$ cat config.mk
export PLATFORM = sky130hd
export DESIGN_NAME = row_pipeline_ctrl
export DESIGN_NICKNAME = d
export VERILOG_FILES = /design/src/rtl/row_pipeline_ctrl.sv
export SDC_FILE = /design/constraint.sdc
export NUM_CORES = 1
export LEC_CHECK = 0
export CAP_MARGIN = 40
export CORE_AREA = 2 2 83 85
export DETAILED_ROUTE_END_ITERATION = 10
export DIE_AREA = 0 0 85 87
export PLACE_DENSITY = 0.88
export SLEW_MARGIN = 15
export SYNTH_ARGS = -nofsm -noshare
export SYNTH_HDL_FRONTEND = slang
export SYNTH_SLANG_ARGS = --single-unit
$ cat constraint.sdc
create_clock -name CLK -period 3.15 [get_ports CLK]
set_clock_uncertainty 0.2 [all_clocks]
set_input_delay 0.63 -clock CLK [delete_from_list [all_inputs] [get_ports CLK]]
set_output_delay 0.63 -clock CLK [all_outputs]
set_load 0.005 [all_outputs]
$ cat src/rtl/row_pipeline_ctrl.sv
// row_pipeline_ctrl
// Sequences one row at a time between the pixel CDC FIFO (FWFT), the SDRAM
// facade and the compressor. For each row it writes FrameWidth current-frame
// pixels to the facade, then reads back the matching previous-frame row in
// bursts, then hands the row pair to the compressor. The previous-frame read
// is skipped while no valid reference frame exists. Corrupt frames, caused by
// FIFO overflow or an early frame start, are counted and invalidate the
// reference.
//
// Handshake semantics: every strobe (o_fifo_rd, o_wr_req, o_rd_req, o_row_done)
// is a registered single-cycle pulse. A request is only issued on a clock edge
// where the matching busy input is low and the strobe itself is not already
// high, so a busy change is always re-sampled before the next request.
// i_rd_valid and i_comp_ready are single-cycle pulses from the sinks, each
// accepted on the edge where it is high. The FIFO is first-word-fall-through:
// i_fifo_pixel is valid whenever i_fifo_empty is low, and o_fifo_rd pops it.
module row_pipeline_ctrl #(
    parameter int FrameWidth         = 640,
    parameter int FrameHeight        = 480,
    parameter int PixelBitWidth      = 16,
    parameter int BurstLength        = 8,
    parameter int DropCntWidth       = 8,
    parameter int FlushBetweenFrames = 1
) (
    input  logic                           CLK,
    input  logic                           RST,
    input  logic                           i_frame_start,
    input  logic                           i_fifo_empty,
    input  logic                           i_fifo_full,
    input  logic [PixelBitWidth-1:0]       i_fifo_pixel,
    output logic                           o_fifo_rd,
    output logic                           o_wr_req,
    output logic [PixelBitWidth-1:0]       o_wr_pixel,
    input  logic                           i_wr_busy,
    output logic                           o_rd_req,
    input  logic                           i_rd_busy,
    input  logic                           i_rd_valid,
    output logic                           o_row_done,
    input  logic                           i_comp_ready,
    output logic [$clog2(FrameHeight)-1:0] o_row_idx,
    output logic                           o_first_frame,
    output logic [DropCntWidth-1:0]        o_drop_cnt,
    output logic                           o_busy,
    output logic [1:0]                     o_state
);

    localparam int CntW = $clog2(FrameWidth + 1);
    localparam int RowW = $clog2(FrameHeight);
    localparam logic [CntW-1:0] RowPixels = CntW'(FrameWidth);
    localparam logic [CntW-1:0] BurstInc  = CntW'(BurstLength);
    localparam logic [RowW-1:0] LastRow   = RowW'(FrameHeight - 1);

    typedef enum logic [1:0] {
        WAIT_FRAME = 2'd0,
        WRITE_ROW  = 2'd1,
        READ_ROW   = 2'd2,
        HANDOFF    = 2'd3
    } state_t;

    state_t          state;
    logic [CntW-1:0] wrCnt;
    logic [CntW-1:0] rqCnt;
    logic [CntW-1:0] rvCnt;
    logic            sofPending;
    logic            corrupt;

    // State is exposed for debug; busy is a decode of the state register.
    assign o_state = state;
    assign o_busy  = (state != WAIT_FRAME);

    // Row sequencer: state, counters, frame bookkeeping and registered strobes.
    always_ff @(posedge CLK or negedge RST) begin
        if (!RST) begin
            state         <= WAIT_FRAME;
            wrCnt         <= '0;
            rqCnt         <= '0;
            rvCnt         <= '0;
            sofPending    <= 1'b0;
            corrupt       <= 1'b0;
            o_fifo_rd     <= 1'b0;
            o_wr_req      <= 1'b0;
            o_wr_pixel    <= '0;
            o_rd_req      <= 1'b0;
            o_row_done    <= 1'b0;
            o_row_idx     <= '0;
            o_first_frame <= 1'b1;
            o_drop_cnt    <= '0;
        end else begin
            o_fifo_rd  <= 1'b0;
            o_wr_req   <= 1'b0;
            o_rd_req   <= 1'b0;
            o_row_done <= 1'b0;

            // A frame start that arrives mid-frame is remembered so the next
            // frame is not lost, and marks the current frame as corrupt.
            if (state != WAIT_FRAME) begin
                if (i_frame_start) begin
                    sofPending <= 1'b1;
                end
                if (i_fifo_full || i_frame_start) begin
                    corrupt <= 1'b1;
                end
            end

            case (state)
                WAIT_FRAME: begin
                    if (i_frame_start || sofPending) begin
                        corrupt    <= 1'b0;
                        sofPending <= 1'b0;
                        wrCnt      <= '0;
                        state      <= WRITE_ROW;
                    end else if ((FlushBetweenFrames != 0) && !i_fifo_empty) begin
                        // Stale pixels from a partial frame are discarded.
                        o_fifo_rd <= 1'b1;
                    end
                end

                WRITE_ROW: begin
                    if (wrCnt == RowPixels) begin
                        if (o_first_frame) begin
                            o_row_done <= 1'b1;
                            state      <= HANDOFF;
                        end else begin
                            rqCnt <= '0;
                            rvCnt <= '0;
                            state <= READ_ROW;
                        end
                    end else if (!i_fifo_empty && !i_wr_busy && !o_wr_req) begin
                        // The !o_wr_req term leaves one idle cycle per pixel so
                        // the FIFO head and the facade busy flag settle.
                        o_fifo_rd  <= 1'b1;
                        o_wr_req   <= 1'b1;
                        o_wr_pixel <= i_fifo_pixel;
                        wrCnt      <= wrCnt + 1'b1;
                    end
                end

                READ_ROW: begin
                    if (rvCnt == RowPixels) begin
                        o_row_done <= 1'b1;
                        state      <= HANDOFF;
                    end else begin
                        if (i_rd_valid) begin
                            rvCnt <= rvCnt + 1'b1;
                        end
                        if (!i_rd_busy && !o_rd_req && (rqCnt < RowPixels)) begin
                            o_rd_req <= 1'b1;
                            rqCnt    <= rqCnt + BurstInc;
                        end
                    end
                end

                HANDOFF: begin
                    if (i_comp_ready) begin
                        if (o_row_idx < LastRow) begin
                            o_row_idx <= o_row_idx + 1'b1;
                            wrCnt     <= '0;
                            state     <= WRITE_ROW;
                        end else begin
                            o_row_idx <= '0;
                            state     <= WAIT_FRAME;
                            // A corrupt frame is not a usable reference.
                            if (corrupt) begin
                                if (o_drop_cnt != {DropCntWidth{1'b1}}) begin
                                    o_drop_cnt <= o_drop_cnt + 1'b1;
                                end
                                o_first_frame <= 1'b1;
                            end else begin
                                o_first_frame <= 1'b0;
                            end
                        end
                    end
                end

                default: state <= WAIT_FRAME;
            endcase
        end
    end

endmodule

; Word level (Yosys, flattened, before mapping)
; Index checks and enable logic that the tools add are counted.
[classes]
add_sub_neg = 5
muxes = 44
n_bitwise = 2
n_reduce_logical = 23
n_lt_le_gt_ge = 2
n_eq_ne = 17
[ops]
columns = cell, count
row1 = $mux W10, 11
row2 = $pmux W10 S2, 2
row3 = $pmux W10 S3, 1
row4 = $mux W1, 22
row5 = $ne A2 B2 Y1 const B, 11
row6 = $add A10 B1 Y10 const B, 2
row7 = $eq A10 B10 Y1 const B, 2
row8 = $reduce_and A5 Y1, 3
row9 = $add A10 B4 Y10 const B, 1
row10 = $lt A10 B10 Y1 const B, 1
row11 = $add A9 B1 Y9 const B, 1
row12 = $lt A9 B9 Y1 const B, 1
row13 = $mux W9, 1
row14 = $add A8 B1 Y8 const B, 1
row15 = $mux W2, 4
row16 = $ne A8 B8 Y1 const B, 1
row17 = $pmux W2 S4, 1
row18 = $reduce_and A3 Y1, 2
row19 = $reduce_and A6 Y1, 1
row20 = $logic_not A1 Y1, 5
row21 = $eq A2 B2 Y1 const B, 2
row22 = $logic_and A1 B1 Y1, 4
row23 = $pmux W1 S2, 2
row24 = $reduce_and A4 Y1, 1
row25 = 7 further kinds, 10
[totals]
out_inout_bits = 41
regBits = 72

; Depth between registers and ports, before layout
; Gate-level depths: netlist of the first run.
[depth]
depth_word = 6
mapped_depth = 9

; Least setup slack after synthesis of the first run
; No wires, ideal clock.
[synth_path]
path_type = reg-to-reg
startpoint = reg state[1] (netlist: o_state[1])
endpoint = reg o_wr_pixel[0]
path_buffers = 2
arrival_ns = 1.853
setup_ns = 0.125
path_stages_with_launch = 8
path_slack_ns = 0.972
path_cell_list = dfrtp_1 -> inv_1 -> ha_1 -> buf_4 -> clkinv_1 -> nor3_4 -> buf_12 -> mux2_4
[synth_via]
elab_chain_cells = 2
[synth_lines]
columns = item, line_no
row1 = "start, declared", 60  ; state_t state;
row2 = "start signal, assigned", 74  ; state <= WAIT_FRAME;
row3 = "start signal, assigned", 111  ; state <= WRITE_ROW;
row4 = "start signal, assigned", 122  ; state <= HANDOFF;
row5 = $eq A2 B1 Y1, 105  ; case (state)
row6 = $reduce_and A3 Y1 (no line), -
row7 = "end signal, assigned", 133  ; o_wr_pixel <= i_fifo_pixel;
row8 = "end, declared", 33  ; output logic [PixelBitWidth-1:0] o_wr_pixel,
; No other way between the ends.
; A chain may end at the register's enable or synchronous reset.

; Worst setup path in the final report of the first run
[layout_path]
startpoint = reg state[0] (netlist: o_state[0])
endpoint = reg wrCnt[1]
[layout_via]
elab_chain_cells = 3
[layout_lines]
columns = item, line_no
row1 = "$eq A2 B2 Y1, or another cell as far along", 105
row2 = $ne A2 B2 Y1 (no line) / $reduce_bool A3 Y1 (equally long branches), -
row3 = $reduce_and A6 Y1 (no line), -
row4 = "end signal, assigned", 134  ; wrCnt <= wrCnt + 1'b1;
row5 = "end, declared", 61  ; logic [CntW-1:0] wrCnt;
; Parallel ways exist; a longest one is shown, timed or not.

==> results by group, run 1 <==
Outcome
  • Status: completed

Synthesis
  • Top-area cell type share of the netlist area: 0.472
  • Syn_area_per_cell: 10.5 um^2
  • Post-synth EDFFs: 0
  • Synth unique cells: 62
  • Main synth FF type: dfrtp_1
  • Post-synth ARST share: 1.00
  • Synthesized flop and latch total: 69
  • Post-Synthesis Cells: 343
  • Synthesized area: 3610 um^2
  • Count leader, synth: dfrtp_1
  • Post-synth top area cell: dfrtp_1
  • Mapped Nets: 380
  • Synth top cells by count: 68 x dfrtp_1, 34 x nand2_1, 30 x o21ai_0
  • Ys Warns: 0
  • Top cells by area, synth: dfrtp_1 47%, ha_1 4.2%, o21ai_0 4.2%
  • Seq/Total Area, Yosys: 0.479

Worst setup path
  • WP data required: 3.14 ns
  • CP Class: reg2reg
  • CP cell instances: inv_1 -> ha_1 -> or3b_1 -> o21ai_0 -> a211o_1 -> or2_0 -> o21ai_0
  • Worst reg2reg path depth: 7
  • Most used cell, CP: o21ai_0
  • Buf/Inv on CP: 1
  • CP endpoint kind: register
  • Max stage delay on crit path: 0.53 ns
  • CP top delay family: simple AND/OR/NAND/NOR gates
  • Startpoint Class: register
  • CP Depth: 7
  • Arrival time worst endpoint: 2.70 ns
  • Worst-path maximum fanout: 11
  • Slowest stage cell, crit path: or2_0

Routing
  • Iter 0 DRT Violations: 187
  • Via density: 6.07
  • Total Wirelength: 8300 um
  • Via Count: between 3,000 and 4,000
  • DRC violations left: 0
  • WL/cell: 16.6 um
  • Routed Antenna Nets: 0
  • DRT Pass-1 Iters: 5

Global route
  • First-pass GRT wire length: 14,000 um
  • Met2 GRT Util: 0.404
  • Grt peak-use layer: met2
  • Total GRT Usage: 0.237
  • Grt total ovfl: 0
  • Largest net degree at the start of global routing: 60
  • Met3 Usage GRT: 0.0474
  • Initial antenna violation count: 0
  • Vias in the first global route: 2,954
  • Routing usage on met1: 0.304

STA
  • Final-report setup violation count: 0
  • Hold WS: 0.00384 ns
  • Final hold vios: 0
  • Fin Setup TNS: 0 ns
  • RSZ-0062 raised after global routing: no
  • Peak Freq: 369 MHz
  • Max-slew violations: 0
  • Relative slew slack: 0.600
  • Fin crit period: about 2.7 ns
  • Slew @ Worst Pin: 0.600 ns
  • PnR worst setup slack: between 0.4 and 0.5 ns
  • Final period utilization: 0.859

Clocking
  • Clk sinks: 69
  • TritonCTS Buffers: 9
  • Clk pin slew, worst setup/hold paths: 0.08 ns
  • Hold-fix buffers, CTS: 0
  • # Post-CTS Setup Buffers: 0
  • PostCTS Resize Cnt: 0
  • Cell at the root of the clock tree: clkbuf_8
  • Clk Latency, worst-skew pair: 0.34 ns
  • CTS tree: done
  • CTS H-tree depth: 3
  • Clock tree buffer depth: 2

Die
  • Starting density of the core: 0.549
  • Core area: 6570 um^2
  • Die Y: 87 um
  • Die X: roughly 85 um
  • Row count: 30
  • Die area: 7400 um^2
  • I/O pin total: 66

Placed design
  • Port buffer count: 65
  • Cell Count Post-Placement: between 400 and 500
  • Final HPWL DP: just under 6000 um
  • Pre-CTS setup slack: 0.199 ns
  • GP Congestion: a little over 0.8

Finish
  • Non-Filler Instances: 500
  • Post-layout util: 0.693
  • Synth-to-layout area growth: 26.3%
  • Diodes inserted: 0
  • Final nets: approximately 450
  • Fraction of layout cells with a size suffix above 1: 0.124

Job
  • Max-cap viol count: 0

Hold path
  • Hold Crit Class: in2async

Power
  • P per Cell Area: slightly above 700 nW/um^2
  • VDD IR max: 0.411 mV
  • Pleak: 1.96 nW
-- cells by family after synthesis --
group,count (synthesis),share of synthesized area
and+or+nand+nor,129,0.207
muxes,21,0.0732
adders and majority gates,12,0.0416
DFF,69,0.479
xor gates and xnor gates,7,0.0170
AOI/OAI and AO/OA,82,0.148
buffers and inverters,23,0.0343
-- final timing paths --
| kind | start | end | slack [ns] |
|---|---|---|---|
| max | o_state[0] | wrCnt[1] | 0.44 |
| max in group asynchronous | RST | o_first_frame | 2.18 |
| min | RST | o_wr_pixel[1] | 0.004 |
| min in group CLK | o_drop_cnt[5] | o_drop_cnt[5] | 0.29 |
| min reg2reg | o_drop_cnt[5] | o_drop_cnt[5] | 0.29 |
| max reg2reg | o_state[0] | wrCnt[1] | 0.44 |
-- flip-flops by register name (all words and copies together), names as in the netlist --
signal / cells
o_drop_cnt: 8
o_fifo_rd: 1
rvCnt: 10
o_rd_req: 1
o_wr_pixel: 16
o_state: 2
o_row_idx: 9
wrCnt: 10
rqCnt: 7
o_row_done: 1
sofPending: 1
o_wr_req: 1
corrupt: 1
o_first_frame: 1
-- final cells by class --
cell class | instances | area (um^2)
tap | 80 | 100
multi-input combinational | 251 | 1760
fill | 429 | 2010
inverter | 12 | 45.0
clock buffer | 12 | 135
clock inverter | 4 | 72.6
timing repair buffer | 72 | 718
sequential | 69 | 1730
-- power by group --
part	total [mW]	internal, mW	switching (mW)
sequential	1.31	1.11	0.201
clock	0.775	0.446	0.329
combinational	1.22	0.643	0.574
-- through the flow --
step | power [mW] | area (um^2)
after floorplan | 1.99 | 3610
after detailed placement | 2.53 | 4350
after global placement | 2.46 | 4320
final | 3.30 | 4550
after CTS | 3.31 | 4550
after global routing | 3.50 | 4550
-- placed cells by master, fill, tap and decap left out, drive strengths merged, types with 3 or more instances in the layout --
cell type      synthesis  layout
and3                  14      14
a31oi                  5       5
nor3b                  3       3
buf                    6       8
and4                   7       7
o211ai                 5       5
nand2b                 3       3
nand2                 34      34
a21oi                  9       9
ha                    12      12
clkdlybuf4s50          0      64
inv                   11      11
nand3                 15      15
nand4                 13      13
o41ai                  5       5
clkbuf                 5      12
and2                   4       4
o21ai                 33      33
a211o                  4       4
nor2                  15      15
nor3                   7       7
dfrtp                 68      68
o31ai                  8       8
xnor2                  5       5
mux2                  19      19
-- layer usage --
layer | vias to the layer above | wire, um | part of all wire
met2 | 107 | 4180 | 0.50
met4 | 0 | 170 | 0.020
met3 | 17 | 492 | 0.059
met5 | - | 0 | 0
met1 | 1496 | 3460 | 0.42
li1 | 1416 | - | -
No activity file was read; power rests on OpenSTA's default activity.
==> inputs of run 2 (changes only) <==
- CORE_AREA: 2 2 83 85 -> 2 2 86 88
- DIE_AREA: 0 0 85 87 -> 0 0 88 90
- PLACE_DENSITY: 0.88 -> 0.83
- clock period: 3.15 -> 3.1 ns (I/O delays scaled with it)
==> run 2 against run 1 <==
  * Sequential share of layout area fell by 0.28 points
  * Register-to-register slack improved by 0.13 ns
  * Count of clock-buffer cells in the layout fell by 1
  * Via count fell by 0.13%
  * Worst setup slack improved by 0.065 ns
  * Hold slack improved by 0.11 ns
  * First-iteration DRC count rose by 17%
  * Total power rose by 3.6%
  * Flip-flop and latch count did not move
  * Critical endpoint is now o_busy
  * Largest cell class unchanged
==> results by group, run 2 (synthesized netlist as in run 1, its figures left out) <==
Outcome
  • Status: completed

Finish
  • Final nets: 452 (unchanged)
  • Synth-to-layout area growth: 27.2%
  • Commonest cells after routing, fill and taps aside: 68 x dfrtp_1, 64 x clkdlybuf4s50_1, 34 x nand2_1
  • # fillers: 531 (+24%)
  • Register area: 1730 um^2 (unchanged)
  • Largest register FFs: 16 (unchanged)
  • Fraction of layout cells with a size suffix above 1: 0.129 (+0.00476)
  • Biggest regs: o_wr_pixel x16, rvCnt x10, wrCnt x10
  • Top reg by flops: o_wr_pixel
  • Most common cell after layout, fill and taps aside: dfrtp_1
  • Area of the multi-input gates: 1760 um^2 (unchanged)
  • Diodes inserted: 0 (unchanged)

STA
  • Max-slew violations: 0 (unchanged)
  • Final period utilization: 0.836
  • Fin crit period: 2.59 ns
  • Fin Setup TNS: 0 ns (unchanged)
  • Hold WS: 0.111 ns (+0.107 ns)
  • RSZ-0062 raised after global routing: no
  • Final hold vios: 0 (unchanged)
  • Final-report setup violation count: 0 (unchanged)
  • Slew @ Worst Pin: 0.700 ns (+0.100 ns)
  • Peak Freq: 386 MHz
  • Relative slew slack: 0.533 (-0.0666)

Die
  • Die Y: 90 um (+3.4%)
  • Die area: 7920 um^2 (+7.1%)
  • Starting density of the core: 0.514 (-0.0353)
  • Core area: 7020 um^2 (+6.9%)
  • Row count: 31 (+3.3%)
  • I/O pin total: 66 (unchanged)
  • Die X: 88 um (+3.5%)

Worst setup path
  • Buf/Inv on CP: 3 (+2)
  • Startpoint Class: register
  • CP cell instances: inv_1 -> ha_1 -> inv_1 -> clkdlybuf4s50_1
  • Worst-path maximum fanout: 5 (-6)
  • CP top delay family: buffers and inverters
  • CP Class: reg2out
  • Max stage delay on crit path: 0.50 ns (-0.03 ns)
  • Slowest stage cell, crit path: clkdlybuf4s50_1
  • WP data required: 2.28 ns (-0.86 ns)
  • Arrival time worst endpoint: 1.77 ns (-0.93 ns)
  • Most used cell, CP: inv_1
  • CP endpoint kind: output port

Global route
  • Largest net degree at the start of global routing: 40 (-33%)
  • Total GRT Usage: 0.229 (-0.00784)
  • Grt total ovfl: 0 (unchanged)
  • First-pass GRT wire length: 14,500 um (+3.2%)
  • Initial antenna violation count: 0 (unchanged)
  • Vias in the first global route: 3,077 (+4.2%)

Clocking
  • PostCTS Resize Cnt: 0 (unchanged)
  • Clk pin slew, worst setup/hold paths: 0.08 ns (about the same)
  • Clock tree buffer depth: 2 (unchanged)
  • Hold-fix buffers, CTS: 0 (unchanged)
  • Clk sinks: 69 (unchanged)
  • Cell at the root of the clock tree: clkbuf_8
  • Clk Latency, worst-skew pair: 0.35 ns (about the same)
  • # Post-CTS Setup Buffers: 0 (unchanged)
  • CTS H-tree depth: 3 (unchanged)
  • CTS tree: done
  • TritonCTS Buffers: 9 (unchanged)

Routing
  • Via density: 5.84 (-3.8%)
  • Iter 0 DRT Violations: 219 (+17%)
  • Via Count: 3,032 (-0.13%)
  • Total Wirelength: 8300 um (unchanged)
  • Routed Antenna Nets: 0 (unchanged)
  • DRC violations left: 0 (unchanged)
  • DRT Pass-1 Iters: 5 (unchanged)
  • WL/cell: 16.0 um (-3.7%)

Power
  • P per Cell Area: 745 nW/um^2 (+2.8%)
  • Pleak: 1.96 nW (+0.11%)
  • VDD IR max: 0.426 mV (+3.6%)

Placed design
  • GP Congestion: 0.835 (+1.3%)
  • Port buffer count: 65 (unchanged)
  • Final HPWL DP: 5840 um (-0.37%)

Job
  • Max-cap viol count: 0 (unchanged)

Hold path
  • Hold Crit Class: in2async
==> run 2: per-stage QoR <==
stage	setup WS [ns]	std cells	util	power, mW	cell area, um^2
6_report	0.508	519	0.654	3.42	4590
5_1_grt	0.379	519	0.654	3.63	4590
4_1_cts	0.504	519	0.654	3.43	4590
3_5_place_dp	0.306	503	0.621	2.59	4360
3_3_place_gp	0.382	503	0.621	2.52	4360
2_1_floorplan	0.922	343	-	2.02	3610
==> run 2: layer usage <==
| layer | vias to the layer above | part of all wire | track usage |
|---|---|---|---|
| li1 | 1416 | - | - |
| met1 | 1519 | 0.44 | 0.311 |
| met2 | 81 | 0.51 | 0.367 |
| met3 | 16 | 0.037 | 0.0468 |
| met4 | 0 | 0.016 | 0.0744 |
| met5 | - | 0 | 0 |
==> run 2: report_power, final <==
part	switching [mW]	internal [mW]	total (mW)
sequential	0.213	1.12	1.34
combinational	0.586	0.663	1.25
clock	0.354	0.477	0.830
total	1.15	2.26	3.42
==> run 2: final timing paths <==
path	from	end	slack, ns	cells past startpoint
max reg2reg	o_state[0]	wrCnt[1]	0.57	7
min in group CLK	rqCnt[9]	rqCnt[9]	0.31	1
min	RST	o_row_idx[7]	0.11	1
max	o_state[1]	o_busy	0.51	4
min reg2reg	rqCnt[9]	rqCnt[9]	0.31	1
max in group asynchronous	RST	o_first_frame	1.88	2
==> run 2: layout make-up <==
cell class,count,share of cell area
Multi-Input combinational cell,251,0.383
Inverter,12,0.00982
Timing Repair Buffer,72,0.155
Clock buffer,11,0.0308
Tap cell,99,0.0270
Sequential cell,69,0.377
Clock inverter,5,0.0183
==> inputs of run 3 (changes only) <==
- clock period: 3.1 -> 2.62 ns (I/O delays scaled with it)
==> run 3 against run 2 <==
  * Core utilization rose by 0.93 points
  * First-iteration DRC count fell by 24%
  * Hold slack improved by 0.18 ns
  * Die area did not move
  * Largest cell class unchanged
==> results by group, run 3 (synthesized netlist as in run 1, its figures left out) <==
Outcome
  • Status: completed

Finish
  • Fraction of layout cells with a size suffix above 1: 0.147 (+0.0179)
  • Diodes inserted: 0 (unchanged)
  • Biggest regs: o_wr_pixel x16, rvCnt x10, wrCnt x10
  • Top reg by flops: o_wr_pixel
  • Synth-to-layout area growth: 29.0%
  • Commonest cells after routing, fill and taps aside: 68 x dfrtp_1, 63 x clkdlybuf4s50_1, 34 x nand2_1
  • # fillers: 546 (+2.8%)
  • Post-layout util: 0.663 (+0.00927)
  • Most common cell after layout, fill and taps aside: dfrtp_1
  • Largest register FFs: 16 (unchanged)
  • Final nets: 462 (+2.2%)

Clocking
  • CTS H-tree depth: 3 (unchanged)
  • Clock tree buffer depth: 2 (unchanged)
  • CTS tree: done
  • Cell at the root of the clock tree: clkbuf_8
  • Clk Latency, worst-skew pair: 0.34 ns (about the same)
  • TritonCTS Buffers: 9 (unchanged)
  • Clk sinks: 69 (unchanged)
  • Clk pin slew, worst setup/hold paths: 0.08 ns (about the same)

Placed design
  • Final HPWL DP: 5920 um (+1.4%)
  • Port buffer count: 65 (unchanged)
  • GP Congestion: 0.826 (-1.1%)
  • Pre-CTS setup slack: -0.0677 ns (-0.374 ns)

STA
  • Final hold vios: 0 (unchanged)
  • Fin crit period: 2.42 ns
  • PnR worst setup slack: 0.200 ns (-0.308 ns)
  • Final-report setup violation count: 0 (unchanged)
  • Relative slew slack: 0.607 (+0.0733)
  • Peak Freq: between 400 and 500 MHz
  • Slew @ Worst Pin: 0.590 ns (-0.110 ns)
  • Max-slew violations: 0 (unchanged)
  • Final period utilization: 0.924
  • Fin Setup TNS: 0 ns (unchanged)
  • Hold WS: 0.293 ns (+0.182 ns)

Global route
  • Grt total ovfl: 0 (unchanged)
  • Initial antenna violation count: 0 (unchanged)
  • Vias in the first global route: 3,017 (-1.9%)
  • Largest net degree at the start of global routing: 39 (-2.5%)
  • First-pass GRT wire length: 14,000 um (-3.5%)
  • Total GRT Usage: 0.221 (-0.00813)

Routing
  • DRT Pass-1 Iters: 5 (unchanged)
  • Total Wirelength: 8360 um (+0.78%)
  • Routed Antenna Nets: 0 (unchanged)
  • Via density: 5.76 (-1.4%)
  • WL/cell: 15.8 um (-1.1%)
  • Via Count: 3,048 (+0.53%)
  • Iter 0 DRT Violations: 166 (-24%)
  • DRC violations left: 0 (unchanged)

Worst setup path
  • WP data required: 2.62 ns (+0.34 ns)
  • CP endpoint kind: register
  • Worst-path maximum fanout: 10 (+5)
  • Startpoint Class: register
  • CP Class: reg2reg
  • Arrival time worst endpoint: 2.42 ns (+0.65 ns)

Power
  • Net Sw Frac: 0.339 (+0.00135)
  • Clock Power Share: 0.240 (-0.003)
  • P per Cell Area: 880 nW/um^2 (+18%)
  • VDD IR max: 0.484 mV (+14%)
  • Pleak: 2.02 nW (+2.8%)
  • NetSw: 1.39 mW (+20%)
  • Seq pwr share: 0.382 (-0.009)
  • Comb power frac: 0.378 (+0.012)
  • Int Pwr: 2.71 mW (+20%)

Die
  • Die X: 88 um (unchanged)
  • Starting density of the core: 0.514 (unchanged)
  • Die area: 7920 um^2 (unchanged)
  • I/O pin total: 66 (unchanged)
  • Core area: 7020 um^2 (unchanged)
  • Die Y: 90 um (unchanged)
  • Row count: 31 (unchanged)

Hold path
  • Hold Crit Class: reg2reg

Job
  • Max-cap viol count: 0 (unchanged)
## run 3: changes by cell type in the layout (fill, tap and decap cells not counted), sizes merged
| cell | change |
|---|---|
| buf | +9 |
| clkbuf | -1 |
| clkdlybuf4s50 | -1 |
| clkinv | +1 |
| clkinvlp | -2 |
| dlygate4sd3 | +1 |
| dlymetal6s2s | +1 |
| inv | +2 |
## run 3: power by group through the flow
stage / sequential, mW / combinational [mW] / clock (mW)
global placement: 1.57 / 1.45 / 0
CTS: 1.56 / 1.53 / 0.996
global route: 1.60 / 1.70 / 1.04
floorplan: 1.55 / 0.836 / 0
finish: 1.57 / 1.55 / 0.983
detailed placement: 1.58 / 1.51 / 0
## run 3: path summary, 6_finish.rpt
kind                                  to           from  slack [ns]  cells after the start
setup / recovery                wrCnt[1]     o_state[0]        0.20                      7
hold / removal             o_drop_cnt[5]  o_drop_cnt[5]        0.29                      1
setup reg to reg                wrCnt[1]     o_state[0]        0.20                      7
max in group asynchronous  o_first_frame            RST        1.29                      3
min in group asynchronous   o_row_idx[7]            RST        0.52                      3
hold reg to reg            o_drop_cnt[5]  o_drop_cnt[5]        0.29                      1
## run 3: layer usage
| layer | global-route usage | wire length [um] | vias to the layer above |
|---|---|---|---|
| met4 | 0.0679 | 95 | 0 |
| met3 | 0.0523 | 454 | 13 |
| met2 | 0.362 | 4270 | 117 |
| met1 | 0.289 | 3540 | 1481 |
| met5 | 0 | 0 | - |
| li1 | - | - | 1437 |
## run 3: per-stage QoR
step	instance area (um^2)	power (mW)	std cells
after floorplan	3610	2.39	343
after detailed placement	4400	3.09	510
after global placement	4400	3.02	510
after global routing	4650	4.35	529
after CTS	4640	4.09	527
final	4650	4.09	529
## run 3: critical path: stages, from the launching register on
cell and delay (ns):
dfrtp_1 0.41, inv_1 0.13, ha_1 0.20, or3b_1 0.38
o21ai_0 0.15, a211o_1 0.16, or2_0 0.48, o21ai_0 0.17
## run 3: area by class of cell
type                            count  area [um^2]  share of cell area
Clock buffer                       10          128              0.0274
Inverter                           12         45.0             0.00968
Multi-Input combinational cell    251         1760               0.377
Tap cell                           99          124              0.0266
Timing Repair Buffer               82          778               0.167
Sequential cell                    69         1730               0.371
Clock inverter                      6         95.1              0.0204
## run 3: repair_timing
action	in CTS	in global routing
resized for setup	0	1
hold buffers	1	0
endpoints found under the setup margin	0	3
buffers inserted	0	2
hold endpoints to repair	1	0
